`src/rtl/serial_subtractor_8bits.sv`:
```
// Bit-serial ripple-borrow subtractor: diff = x - y - bin, one bit per clock, LSB first.
// One full-subtractor cell and a borrow flop replace the combinational ripple chain.
module serial_subtractor_8bits #(
  parameter int WIDTH = 8
) (
  input  logic             clk,
  input  logic             rst_n,
  input  logic             start,
  input  logic [WIDTH-1:0] x,
  input  logic [WIDTH-1:0] y,
  input  logic             bin,
  output logic             busy,
  output logic             done,
  output logic [WIDTH-1:0] diff,
  output logic             bout,
  output logic             v
);

  localparam int             CW   = $clog2(WIDTH) + 1;
  localparam logic [CW-1:0]  LAST = CW'(WIDTH - 1);

  typedef enum logic {IDLE, RUN} state_t;

  state_t           r_state;
  logic [WIDTH-1:0] r_a;
  logic [WIDTH-1:0] r_b;
  // Only WIDTH-1 bits are kept; the final bit joins them straight into diff.
  logic [WIDTH-2:0] r_r;
  logic             r_br;
  logic [CW-1:0]    r_cnt;
  logic             r_xmsb;
  logic             r_ymsb;

  logic             w_d;
  logic             w_br_next;
  logic [WIDTH-1:0] w_r_next;

  assign w_d       = r_a[0] ^ r_b[0] ^ r_br;
  assign w_br_next = (~r_a[0] & r_b[0]) | (~(r_a[0] ^ r_b[0]) & r_br);
  assign w_r_next  = {w_d, r_r};

  // NOTE: non-blocking assignments throughout so every register samples pre-edge values.
  always_ff @(posedge clk or negedge rst_n) begin
    if (!rst_n) begin
      r_state <= IDLE;
      r_a     <= '0;
      r_b     <= '0;
      r_r     <= '0;
      r_br    <= 1'b0;
      r_cnt   <= '0;
      r_xmsb  <= 1'b0;
      r_ymsb  <= 1'b0;
      busy    <= 1'b0;
      done    <= 1'b0;
      diff    <= '0;
      bout    <= 1'b0;
      v       <= 1'b0;
    end else begin
      done <= 1'b0;
      case (r_state)
        IDLE: begin
          if (start) begin
            r_a     <= x;
            r_b     <= y;
            r_br    <= bin;
            r_cnt   <= '0;
            r_xmsb  <= x[WIDTH-1];
            r_ymsb  <= y[WIDTH-1];
            busy    <= 1'b1;
            r_state <= RUN;
          end
        end
        RUN: begin
          r_a   <= r_a >> 1;
          r_b   <= r_b >> 1;
          r_br  <= w_br_next;
          r_r   <= w_r_next[WIDTH-1:1];
          r_cnt <= r_cnt + CW'(1);
          // Last bit: publish the result; the next start is taken in the done cycle.
          if (r_cnt == LAST) begin
            diff    <= w_r_next;
            bout    <= w_br_next;
            v       <= (r_xmsb ^ r_ymsb) & (w_d ^ r_xmsb);
            done    <= 1'b1;
            busy    <= 1'b0;
            r_state <= IDLE;
          end
        end
      endcase
    end
  end

endmodule

```
`config.mk`:
```
export PLATFORM = sky130hd
export DESIGN_NAME = serial_subtractor_8bits
export DESIGN_NICKNAME = d
export VERILOG_FILES = /design/src/rtl/serial_subtractor_8bits.sv
export SDC_FILE = /design/constraint.sdc
export NUM_CORES = 1
export LEC_CHECK = 0
export BUFFER_PORTS_ARGS = -buffer_cell sky130_fd_sc_hd__clkbuf_2
export CAP_MARGIN = 30
export CORE_MARGIN = 3
export CORE_UTILIZATION = 25
export DETAILED_ROUTE_END_ITERATION = 8
export MAX_ROUTING_LAYER = met4
export PLACE_DENSITY = 0.39
export SYNTH_ARGS = -nofsm -noshare
export SYNTH_HDL_FRONTEND = slang
export SYNTH_SLANG_ARGS = --single-unit
```
`constraint.sdc`:
```
create_clock -name clk -period 1.8 [get_ports clk]
set_input_delay 0.18 -clock clk [delete_from_list [all_inputs] [get_ports clk]]
set_output_delay 0.18 -clock clk [all_outputs]
set_load 0.02 [all_outputs]
```
; ---- Word level (Yosys, flattened, before mapping)
; Index checks and enable logic that the tools add are counted.
[totals]
reg_bits = 43
in_bits = 20
word_cells = 47
[op_classes]
n_addsub = 1
n_eq_ne = 3
muxes = 16
n_bitwise = 11
reduce_logical = 3
[op_table]
columns = operator, n
row1 = $pmux 8 s2, 2
row2 = $mux 8, 2
row3 = $pmux 4 s2, 1
row4 = $mux 1, 7
row5 = $pmux 1 s2, 3
row6 = $reduce_and 2->1, 3
row7 = $add 4x1->4 const B, 1
row8 = $eq 4x3->1 const B, 1
row9 = $mux 4, 1
row10 = $xor 1x1->1, 4
row11 = $and 1x1->1, 3
row12 = $not 1->1, 3
row13 = $ne 2x1->1 const B, 1
row14 = $ne 2x2->1 const B, 1
row15 = $or 1x1->1, 1

; ---- Depth between registers and ports, before layout
; Gate-level depths: netlist of the first run.
[logic_depth]
ltp_word = 5
mapped_depth = 5

; ---- Worst setup path after synthesis of the first run
; OpenSTA, ideal clock, no wires.
[synth_path]
path_type = flip-flop to flip-flop
from = register r_a[0]
to = register v
setup_time_ns = 0.083
arrival_time_ns = 1.253
t_required_ns = 1.717
path_slack_ns = 0.464
stages_incl_launch_ff = 5
n_path_buf = 0
period_less_slack_ns = 1.336
cell_sequence = dfrtp_1 fa_1 nor2b_1 a21oi_1 o21ai_0
[synth_between]
elab_chain_cells = 4
[synth_rtl]
columns = item, line
row1 = from (decl), 25  ; logic [WIDTH-1:0] r_a;
row2 = from (signal assigned), 74  ; r_a <= r_a >> 1;
row3 = $xor 1x1->1 (2 in a row), 38  ; assign w_d = r_a[0] ^ r_b[0] ^ r_br;
row4 = net w_d, 34  ; logic w_d;
row5 = $xor 1x1->1, 83  ; v <= (r_xmsb ^ r_ymsb) & (w_d ^ r_xmsb);
row6 = $and 1x1->1, 83
row7 = to (signal assigned), 83
row8 = to (decl), 16  ; output logic v
; The timed path passes the listed nets, and every way through them passes these cells.
; A chain may end at the register's enable or synchronous reset.

; ---- Final worst setup path of the first run
; Same ends and word-level chain as after synthesis.

==> summary by stage, run 1 <==
Outcome
The flow ran to the end, and the final reports show no timing, DRC or antenna violations.

Route
The count of vias placed by the detailed router is 1187. The number of remaining DRC errors is 0. Before antenna repair, the detailed router went through 4 iterations. Once detail routing completed, the nets flagged for antenna violations numbered 0. Using the TritonRoute via totals, the vias-per-cell ratio works out to 4.29. The average routed wire per standard cell is 13.0 microns. The routed wire length is 3590 microns. For this block, the initial DRC count from the detailed router was 37.

Timing
For the final database, setup skew stands at 5.62 ps. Setup violations remaining at the end of the flow were counted as 0. The number of hold violations in the final report was 0. Derived from the worst setup path, the maximum achievable clock frequency is 693 MHz.

The smallest clock period supported by the final layout is computed as 1440 ps. The final period utilization is 80.2%. At the pin with the least slew margin, the transition time is 597 ps. Across all setup checks in the final design, the least slack found is 356 ps. The count of final max-slew check failures was 0. The sum of negative setup slack is 0 ps. Setup repair after global routing left no endpoint under its margin. The worst hold slack after final layout is 144 ps. Headroom to the max-slew limit came out at 60.2%.

Place
At the placement stage, the worst setup path has a slack of 344 ps. The count of buffers from port buffering is 31. The estimated wirelength of the detail-placed design is 2540 microns. At the end of routability-driven placement, the weighted congestion stood at 0.691. Including well taps, the total number of placed cells is 268.

Final layout
The antenna diode instance count is 0. Summing all multi-input logic gate instances after layout gives 702 sq um. The post-route non-filler standard cell count is 277. The area growth from synthesis to layout is 20.8%.

The library cell used most frequently in the layout, excluding fill and tap cells, is dfrtp_1. Of the cells placed in the final design, the portion with a size suffix greater than 1 is 33.1%. Registers take 0.00108 sq mm. The net total in the final layout is 202. The layout has 719 filler cells. In the layout the commonest cells are dfrtp_1 (43), clkbuf_2 (31), mux2i_1 (17), nand2_1 (17), o21ai_0 (17).

Synth
The share of flip-flops with an asynchronous set or reset after synthesis is 100%. The area of the mapped netlist is 0.00184 sq mm. Sorting the synthesized cells by area gives the leading types as dfrtp_1 (59%), mux2i_1 (9.3%), mux2_2 (7.4%).

The count of flip-flops with a built-in enable after synthesis is 0. The synthesized netlist contains 24 unique library cells. The number of nets in the synthesized netlist is 167.

The count of warnings emitted by yosys is 0. Of the post-synthesis cell area, the part taken by muxes is 20.7%. The area share of the largest cell type after synthesis is 58.5%. The number of register bits inferred by synthesis is 43. After Yosys synthesis, XOR and XNOR cells account for 0.953% of the synthesized area. The number of standard cells after synthesis is 145. The synthesized area divided by synthesized cell count is 12.7 sq um. Of the total synthesized cell area, the portion taken by full adders, half adders and majority gates is 1.77%. Summing the areas of all compound-gate instances in the mapped netlist gives 6.81% of the synthesized area. The simple-gate share of the synthesized area is 7.96%. The cell taking the most area after synthesis is dfrtp_1. The share of synthesized area occupied by flip-flops and latches is 58.5%.

The most common flop cell mapped by yosys is dfrtp_1. The combinational family with the most area after synthesis is multiplexers.

Floorplan
The full die area is 0.00842 sq mm. The core region is 0.00694 sq mm. The die span in x is 91.7 microns. The die outline height is 91.7 microns. The row count is 30. The starting density of the core is 26.5%. Pin placement for this block handled 32 I/O pins.

Clock network
The number of buffers on the longest clock path is 2. The source-to-sink clock delay at the later pin of the worst-skew pair is 290 ps. In this run the clock root is driven by a clkbuf_8. Counting every sink on the clock net gives 43. Counting the buffers created by CTS gives 5.

The clock-pin transition on the worst setup and hold timing paths is 80 ps. Gates resized during post-CTS repair numbered 0. TritonCTS built the clock tree.

The H-tree generated during clock tree synthesis spans 2 levels.

Flow run
The count of max-cap constraint violations is 0.

Worst setup path
The first element of the critical path is r_a[0]. The critical path arrival is 1650 ps. Along the worst path, the maximum fanout reaches 4. The worst setup path is of the reg -> reg kind. The delay of the slowest critical-path stage is 600 ps. The cell with the largest stage delay on the worst path is fa_1.

In this run the register-to-register setup slack is 360 ps. The worst setup path is captured at a flip-flop. STA puts the critical path data required time at 2010 ps. Counting cells, the worst reg-to-reg path comes to 4. The critical path goes through fa_1 -> nor2b_1 -> a21oi_1 -> o21ai_0. The nature of the critical path startpoint is a flip-flop. The startpoint of the worst-slack reg-to-reg timing path is r_a[0].

The worst flop-to-flop path endpoint is v.

Worst hold path
The class of the worst hold path is in -> reg. Counting instances, the worst hold path has a depth of 2. The worst hold path startpoint is y[7]. The worst hold path endpoint is r_ymsb.

GRT
Global routing consumed, over all layers together, 9.45% of the routing resources. Entering global routing, the biggest net connects 39 pins. The number of antenna violations at the first check in global routing is 0. The remaining global-route overflow is 0.

The first global-routing pass estimated 6110 microns of wire. The via count of the first global-routing pass is 1269.

Power and ir drop
The static power due to leakage is 1.08 nW. After layout, the design draws a total of 3.76 mW. IR analysis of the VDD net gives a maximum drop of 0.000479 V. The areal power density over the cells is 1690 mW/mm^2.
metal layers:
metal	track usage (%)	share of wire (%)	vias up
met5	-	0	-
met4	2.97	0.39	0
met3	3.20	6.0	2
met2	13.6	46	39
met1	12.6	48	584
li1	-	-	562
area by class of cell:
cell class              count  area share, %
clock buffers               8           4.51
inverters                   4          0.676
multi-input cells          90           31.6
flip-flops and latches     43           48.5
well taps                  96           5.41
repair buffers             36           9.35
worst max path at each step:
stage | end | cells after the start | slack (ps)
4_1_cts | v | 4 | 320
5_1_grt | v | 5 | 240
3_5_place_dp | v | 4 | 340
6_report | v | 4 | 360
3_3_place_gp | diff[1] | 3 | 410
2_1_floorplan | v | 4 | 460
repair_timing:
action	in CTS	in global routing
hold endpoints to repair	19	0
hold buffers	1	0
setup buffers	0	0
synthesized netlist by cell type (2+ instances only):
| library cell | instances |
|---|---|
| nor2b_1 | 2 |
| clkbuf_1 | 3 |
| inv_1 | 4 |
| mux2_4 | 5 |
| nand2_1 | 17 |
| mux2i_1 | 17 |
| a22o_1 | 2 |
| nand2b_1 | 3 |
| nor2_1 | 4 |
| dfrtp_1 | 43 |
| buf_2 | 3 |
| mux2_2 | 12 |
| o21ai_0 | 17 |
| a21oi_1 | 3 |
cells by family after synthesis:
group | count (synthesis)
muxes | 34
DFF | 43
xor gates and xnor gates | 2
buffers and inverters | 12
AOI/OAI and AO/OA | 23
adders and majority gates | 2
and+or+nand+nor | 29
through the flow:
step | area [sq um] | utilization [%]
after floorplan | 1840 | -
after global placement | 2110 | 30.4
after detailed placement | 2110 | 30.4
after CTS | 2220 | 32.0
after global routing | 2220 | 32.0
final | 2220 | 32.0
registers in the layout, summed over array words and instances, names as in the netlist, 4 cells and up:
signal	cells
r_b	8
diff	8
r_cnt	4
r_r	7
r_a	8
critical path, delay by kind of cell (launching register included):
family,cells,cell delay [ps]
simple gates,1,150
compound gates,2,220
flops,1,410
fa+ha+maj,1,600
power by group:
group          internal [mW]  leakage (nW)  switching [mW]
Combinational          0.701         0.489           0.704
Sequential              1.41         0.538           0.284
Clock                  0.350        0.0515           0.312
Total                   2.46          1.08            1.30
Power figures use the tool's default switching activity.
==> inputs of run 2 (changes only) <==
Settings changed: PLACE_DENSITY 0.39 to 0.4.
Clock period 1.8 ns to 1.3 ns, I/O delays scaled along.
==> run 2 against run 1 <==
Compared with the run above:
- the flow now finishes with violations (setup timing)
- critical path depth is 1 higher
- final area is 5.5% higher
- setup slack worse by 430 ps
- clock-buffer cell count stayed put
- non-clock buffer count is 7 higher
==> summary by stage, run 2 (synthesized netlist as in run 1, its figures left out) <==
Outcome
Outcome: finished with violations (was finished, final reports clean). The final reports fail on setup timing.

Worst setup path
The highest fanout seen on the critical path was 4 (unchanged). The critical setup path kind is reg -> reg (unchanged). The startpoint of the worst-slack reg-to-reg timing path is r_br (was r_a[0]). The worst flop-to-flop path endpoint is v (unchanged).

The cell count of the worst reg-to-reg path is 5 (was 4). The required time at the endpoint of the critical path is 1520 ps (was 2010 ps). The endpoint type of the worst setup path is a flip-flop (unchanged).

The nature of the critical path startpoint is a flip-flop (unchanged). The worst-case register-to-register setup slack came to -80 ps (was 360 ps). The critical path arrival is 1590 ps (was 1650 ps).

Power and ir drop
The areal power density over the cells is 2390 mW/mm^2 (was 1690 mW/mm^2). The static power due to leakage came to 1.13 nW (was 1.08 nW). The maximum vdd drop was 0.000697 V (was 0.000479 V).

Clock network
The clock net sink count is 43 (unchanged). The clock-pin transition on the worst setup and hold timing paths came to 80 ps (about the same). The clock tree from TritonCTS was yes (unchanged). The number of buffers inserted during clock tree synthesis came to 5 (unchanged).

The number of buffers on the longest clock path is 2 (unchanged). The source-to-sink clock delay at the later pin of the worst-skew pair is 290 ps (about the same). The cell at the root of the clock tree is clkbuf_8 (unchanged). The number of H-tree levels was 2 (unchanged).

GRT
The number of antenna violations at the first check in global routing was 0 (unchanged). The remaining global-route overflow is 0 (unchanged). The total routing usage reported by global routing is 10.0% (was 9.45%). The wire length of the first global-routing pass is 6550 microns (was 6110 microns).

The via count of the first global-routing pass is 1354 (was 1269). The largest net degree at the start of global routing is 44 (was 39).

Timing
The final-report setup violation count is 3 (was 0). The worst-case setup margin in the final layout was -75.1 ps (was 356 ps). Setup repair after global routing missed its margin: true (was false).

The tightest slew margin relative to the limit came to 79.3% (was 60.2%). The transition time at the pin with the least slew margin was 310 ps (was 597 ps). The worst hold slack after final layout is 95.4 ps (was 144 ps). The timing-limited maximum frequency is 727 MHz (was 693 MHz). The minimum clock period was 1380 ps (was 1440 ps).

The final period utilization is 106% (was 80.2%). The number of hold violations in the final report is 0 (unchanged). The count of final max-slew check failures is 0 (unchanged).

The worst clock skew is 5.38 ps (was 5.62 ps).

Place
The final weighted congestion in routability-driven placement came to 0.713 (was 0.691). The count of buffers from port buffering is 31 (unchanged). The post-placement cell area came to 0.00217 sq mm (was 0.00211 sq mm). The estimated wirelength of the detail-placed design is 2550 microns (was 2540 microns).

Worst hold path
The worst hold path startpoint was x[7] (was y[7]). The depth of the worst hold-timing path is 2 (unchanged). The class of the worst hold path was in -> reg (unchanged). The worst hold path endpoint is r_xmsb (was r_ymsb).

Route
The total length of routed met3 wires is 188 microns (was 215 microns). The average routed wire per standard cell was 13.2 microns (was 13.0 microns). The routed length on met1 was 1810 microns (was 1710 microns). The highest signal layer in the routed design was met4 (unchanged). The routed wire length is 3770 microns (was 3590 microns). The number of remaining DRC errors is 0 (unchanged). The count of vias placed by the detailed router is 1194 (was 1187). The wire length on met2 is 1750 microns (was 1650 microns). The mean number of vias per cell is 4.19 (was 4.29). The number of antenna-violating nets in the routed design is 0 (unchanged). The detailed router's first-iteration violation count came to 40 (was 37).

The count of TritonRoute iterations in the first routing pass came to 4 (unchanged).

Floorplan
The die outline height is 91.7 microns (unchanged). The I/O pin count is 32 (unchanged). The full die area is 0.00842 sq mm (unchanged). The row count is 30 (unchanged). The starting density of the core is 26.5% (unchanged). The die span in x came to 91.7 microns (unchanged). The core area is 0.00694 sq mm (unchanged).

Final layout
The layout cell share with drive strength beyond 1 is 40.2% (was 33.1%). The area growth from synthesis to layout is 27.4% (was 20.8%). The net total in the final layout is 210 (was 202). The antenna diode instance count is 0 (unchanged). Registers with the highest flip-flop counts: diff: 8 flops, r_a: 8 flops, r_b: 8 flops (unchanged). The post-route cell area was 0.00234 sq mm (was 0.00222 sq mm). Commonest cells after routing, fill and taps aside: dfrtp_1 (42), clkbuf_2 (31), mux2i_1 (17), nand2_1 (17), o21ai_0 (16) (was dfrtp_1 (43), clkbuf_2 (31), mux2i_1 (17), nand2_1 (17), o21ai_0 (17)). The leading cell type in the layout, fill and taps excluded was dfrtp_1 (unchanged).

Flow run
The count of max-cap constraint violations is 0 (unchanged).
==> run 2: changes by cell type in the layout (fill, tap and decap cells not counted), sizes merged <==
| cell | change |
|---|---|
| nand4b | +1 |
| buf | +7 |
==> run 2: cell type report <==
class	count	area, sq um
tap	96	120
multi-input combinational	91	757
clock buffer	8	100
fill	722	4600
timing repair buffer	43	273
sequential	43	1080
inverter	4	15.0
==> run 2: how the worst max path moves through the flow <==
stage                     to  cells after the start   start
after floorplan            v                      5    r_br
after global placement     v                      5    r_br
after detailed placement   v                      5    r_br
after CTS                  v                      5  r_b[0]
after global routing       v                      5    r_br
final                      v                      5    r_br
==> run 2: what timing repair did <==
item,4_1_cts,5_1_grt
endpoints found under the setup margin,11,9
cloned,1,0
resized for setup,3,8
hold buffers,1,0
buffers inserted,0,1
endpoints found under the hold margin,43,0
pin swaps,2,1
==> run 2: worst max-delay path: stages, from the launching register on <==
cell and delay, ps:
dfrtp_1 360, inv_2 40, fa_2 600, nor2b_4 150, a21oi_2 50, o21ai_1 110
==> run 2: metal layers <==
metal  up-vias  global-route usage, %
met5         -                      -
met4         0                   3.34
met3         2                   2.95
met2        32                   15.3
met1       576                   12.8
li1        584                      -
==> run 2: per-stage QoR <==
stage                     cells  setup WS (ps)  setup TNS, ps  power (mW)  utilization [%]
after detailed placement    274          -99.4           -297        4.50             31.3
after global placement      274          -66.8          -66.8        4.41             31.3
final                       285          -75.1          -88.2        5.61             33.7
after global routing        285           -156           -338        6.06             33.7
after floorplan             145          -17.3          -17.3        3.80                -
after CTS                   284           -105           -208        5.55             33.2
==> run 2: power breakdown <==
part,internal [mW],switching (mW)
Clock,0.485,0.435
Sequential,1.95,0.468
Combinational,1.21,1.06
Total,3.65,1.96
==> inputs of run 3 (changes only) <==
Settings changed: CORE_MARGIN 3 to 4.
==> run 3 against run 2 <==
Compared with the run above:
- fmax decreased by 1.8%
- register-to-register slack got worse by 20 ps
- the flow still finishes with violations (setup timing)
- sequential power about the same
- highest routed layer unchanged
- die area increased by 4.4%
==> summary by stage, run 3 (synthesized netlist as in run 1, its figures left out) <==
Final layout
The antenna diode instance count came to 0 (unchanged). The area growth from synthesis to layout was 27.6% (was 27.4%). Registers with the highest flip-flop counts: diff: 8 flops, r_a: 8 flops, r_b: 8 flops (unchanged). The layout cell share with drive strength beyond 1 is 40.7% (was 40.2%).

Commonest cells after routing, fill and taps aside: dfrtp_1 (42), clkbuf_2 (31), mux2i_1 (17), nand2_1 (17), o21ai_0 (16) (unchanged). The net total in the final layout is 211 (was 210). The leading cell type in the layout, fill and taps excluded is dfrtp_1 (unchanged).

Floorplan
The die span in x came to 93.7 microns (was 91.7 microns). The starting density of the core is 26.3% (was 26.5%). The core area is 0.00698 sq mm (was 0.00694 sq mm). The full die area is 0.00879 sq mm (was 0.00842 sq mm). The row count is 30 (unchanged). The I/O pin count is 32 (unchanged). The die outline height was 93.7 microns (was 91.7 microns).

Clock network
The number of buffers on the longest clock path was 2 (unchanged). The cell at the root of the clock tree is clkbuf_8 (unchanged). The number of buffers inserted during clock tree synthesis came to 5 (unchanged).

The clock tree from TritonCTS is yes (unchanged). The clock-pin transition on the worst setup and hold timing paths is 80 ps (about the same). The source-to-sink clock delay at the later pin of the worst-skew pair is 290 ps (about the same).

The number of H-tree levels is 2 (unchanged). The clock net sink count is 43 (unchanged).

GRT
The largest net degree at the start of global routing was 44 (unchanged). The total routing usage reported by global routing is 10.1% (was 10.0%). The wire length of the first global-routing pass is 6730 microns (was 6550 microns).

The number of antenna violations at the first check in global routing is 0 (unchanged). The via count of the first global-routing pass is 1297 (was 1354). The remaining global-route overflow is 0 (unchanged).

Timing
The worst hold slack after final layout is 97.0 ps (was 95.4 ps). The worst clock skew was 4.09 ps (was 5.38 ps). The number of hold violations in the final report is 0 (unchanged). The sum of negative setup slack is -110 ps (was -88.2 ps).

The count of final max-slew check failures is 0 (unchanged). The worst-case setup margin in the final layout is -100 ps (was -75.1 ps). The minimum clock period is 1400 ps (was 1380 ps).

The final-report setup violation count is 3 (unchanged). The transition time at the pin with the least slew margin is 297 ps (was 310 ps). The tightest slew margin relative to the limit is 80.2% (was 79.3%). Setup repair after global routing missed its margin: true (unchanged). The timing-limited maximum frequency is 714 MHz (was 727 MHz). The final period utilization is 108% (was 106%).

Worst setup path
The startpoint of the worst-slack reg-to-reg timing path was r_br (unchanged). The required time at the endpoint of the critical path is 1520 ps (about the same). The highest fanout seen on the critical path is 4 (unchanged). The first element of the critical path is r_br (unchanged). The nature of the critical path startpoint is a flip-flop (unchanged). The cell count of the worst reg-to-reg path came to 5 (unchanged). The endpoint type of the worst setup path is a flip-flop (unchanged). The critical setup path kind is reg -> reg (unchanged). The critical path arrival is 1620 ps (was 1590 ps).

Worst hold path
The class of the worst hold path was in -> reg (unchanged). The worst hold path startpoint was x[7] (unchanged). The depth of the worst hold-timing path is 2 (unchanged).

Place
The count of buffers from port buffering is 31 (unchanged). The final weighted congestion in routability-driven placement is 0.776 (was 0.713). The estimated wirelength of the detail-placed design was 2550 microns (about the same).

Route
The number of remaining DRC errors is 0 (unchanged). The number of antenna-violating nets in the routed design came to 0 (unchanged). The count of vias placed by the detailed router is 1205 (was 1194).

The routed wire length is 3810 microns (was 3770 microns). The count of TritonRoute iterations in the first routing pass was 4 (unchanged). The average routed wire per standard cell is 13.4 microns (was 13.2 microns).

The mean number of vias per cell is 4.23 (was 4.19). The detailed router's first-iteration violation count is 44 (was 40).

Outcome
Outcome: finished with violations (unchanged). Violations in the final reports: setup timing (unchanged).

Power and ir drop
The static power due to leakage is 1.14 nW (was 1.13 nW). The areal power density over the cells is 2380 mW/mm^2 (was 2390 mW/mm^2). The maximum vdd drop came to 0.000695 V (was 0.000697 V). The fraction of power spent switching nets is 35.3% (was 34.9%). The clock group share of total power is 15.3% (was 16.4%).

The net switching power was 1.97 mW (was 1.96 mW). The design internal power was 3.62 mW (was 3.65 mW). The sequential share of power was 43.1% (about the same). The combinational share of power came to 41.6% (was 40.5%).

Flow run
The count of max-cap constraint violations was 0 (unchanged).
[run 3: cell types whose count changed in the layout (fill, tap and decap cells not counted), sizes merged]
cell,change
clkbuf,-2
buf,+1
clkinv,+1
[run 3: critical path: stages, from the launching register on]
cell and delay [ps]:
dfrtp_1 360, inv_2 50, fa_2 610, nor2b_4 160, a21oi_2 60, o21ai_1 110
[run 3: path summary, 6_finish.rpt]
path	slack, ps	endpoint
min in group asynchronous	360	diff[6]
max in group asynchronous	710	r_state
hold reg to reg	490	r_b[1]
setup / recovery	-100	v
hold / removal	100	r_xmsb
setup reg to reg	-100	v
[run 3: layer usage]
metal / vias up / global-route usage, % / part of all wire [%]
li1: 589 / - / -
met3: 5 / 2.72 / 4.4
met2: 33 / 14.4 / 45
met5: - / - / 0
met4: 0 / 3.85 / 0.97
met1: 578 / 13.6 / 50
[run 3: area by class of cell]
class	instances	area (sq um)
repair buffers	44	284
well taps	96	120
flip-flops and latches	43	1080
inverters	4	15.0
multi-input cells	91	761
fillers	727	4640
clock inverters	1	5.00
clock buffers	6	82.6
[run 3: power by group through the flow]
| stage | Combinational [mW] | Sequential (mW) | Clock, mW |
|---|---|---|---|
| floorplan | 1.32 | 2.47 | 0 |
| global placement | 2.07 | 2.34 | 0 |
| detailed placement | 2.13 | 2.37 | 0 |
| CTS | 2.23 | 2.39 | 0.906 |
| global route | 2.60 | 2.50 | 0.968 |
| finish | 2.33 | 2.41 | 0.855 |
[run 3: stage by stage]
stage | total power, mW | area, sq um | util, % | instances | setup slack, ps
finish | 5.59 | 2340 | 33.6 | 285 | -100
global route | 6.06 | 2340 | 33.6 | 285 | -178
detailed placement | 4.49 | 2170 | 31.1 | 274 | -137
global placement | 4.41 | 2170 | 31.1 | 274 | -67.9
CTS | 5.53 | 2310 | 33.0 | 283 | -133
floorplan | 3.80 | 1840 | - | 145 | -17.3
[run 3: timing repair]
| action | 4_1_cts | 5_1_grt |
|---|---|---|
| buffers inserted | 0 | 2 |
| cloned | 1 | 0 |
| gates resized for setup | 5 | 8 |
| endpoints found under the hold margin | 43 | 0 |
| endpoints found under the setup margin | 11 | 11 |
| pin swaps | 2 | 1 |
| hold buffers | 1 | 0 |
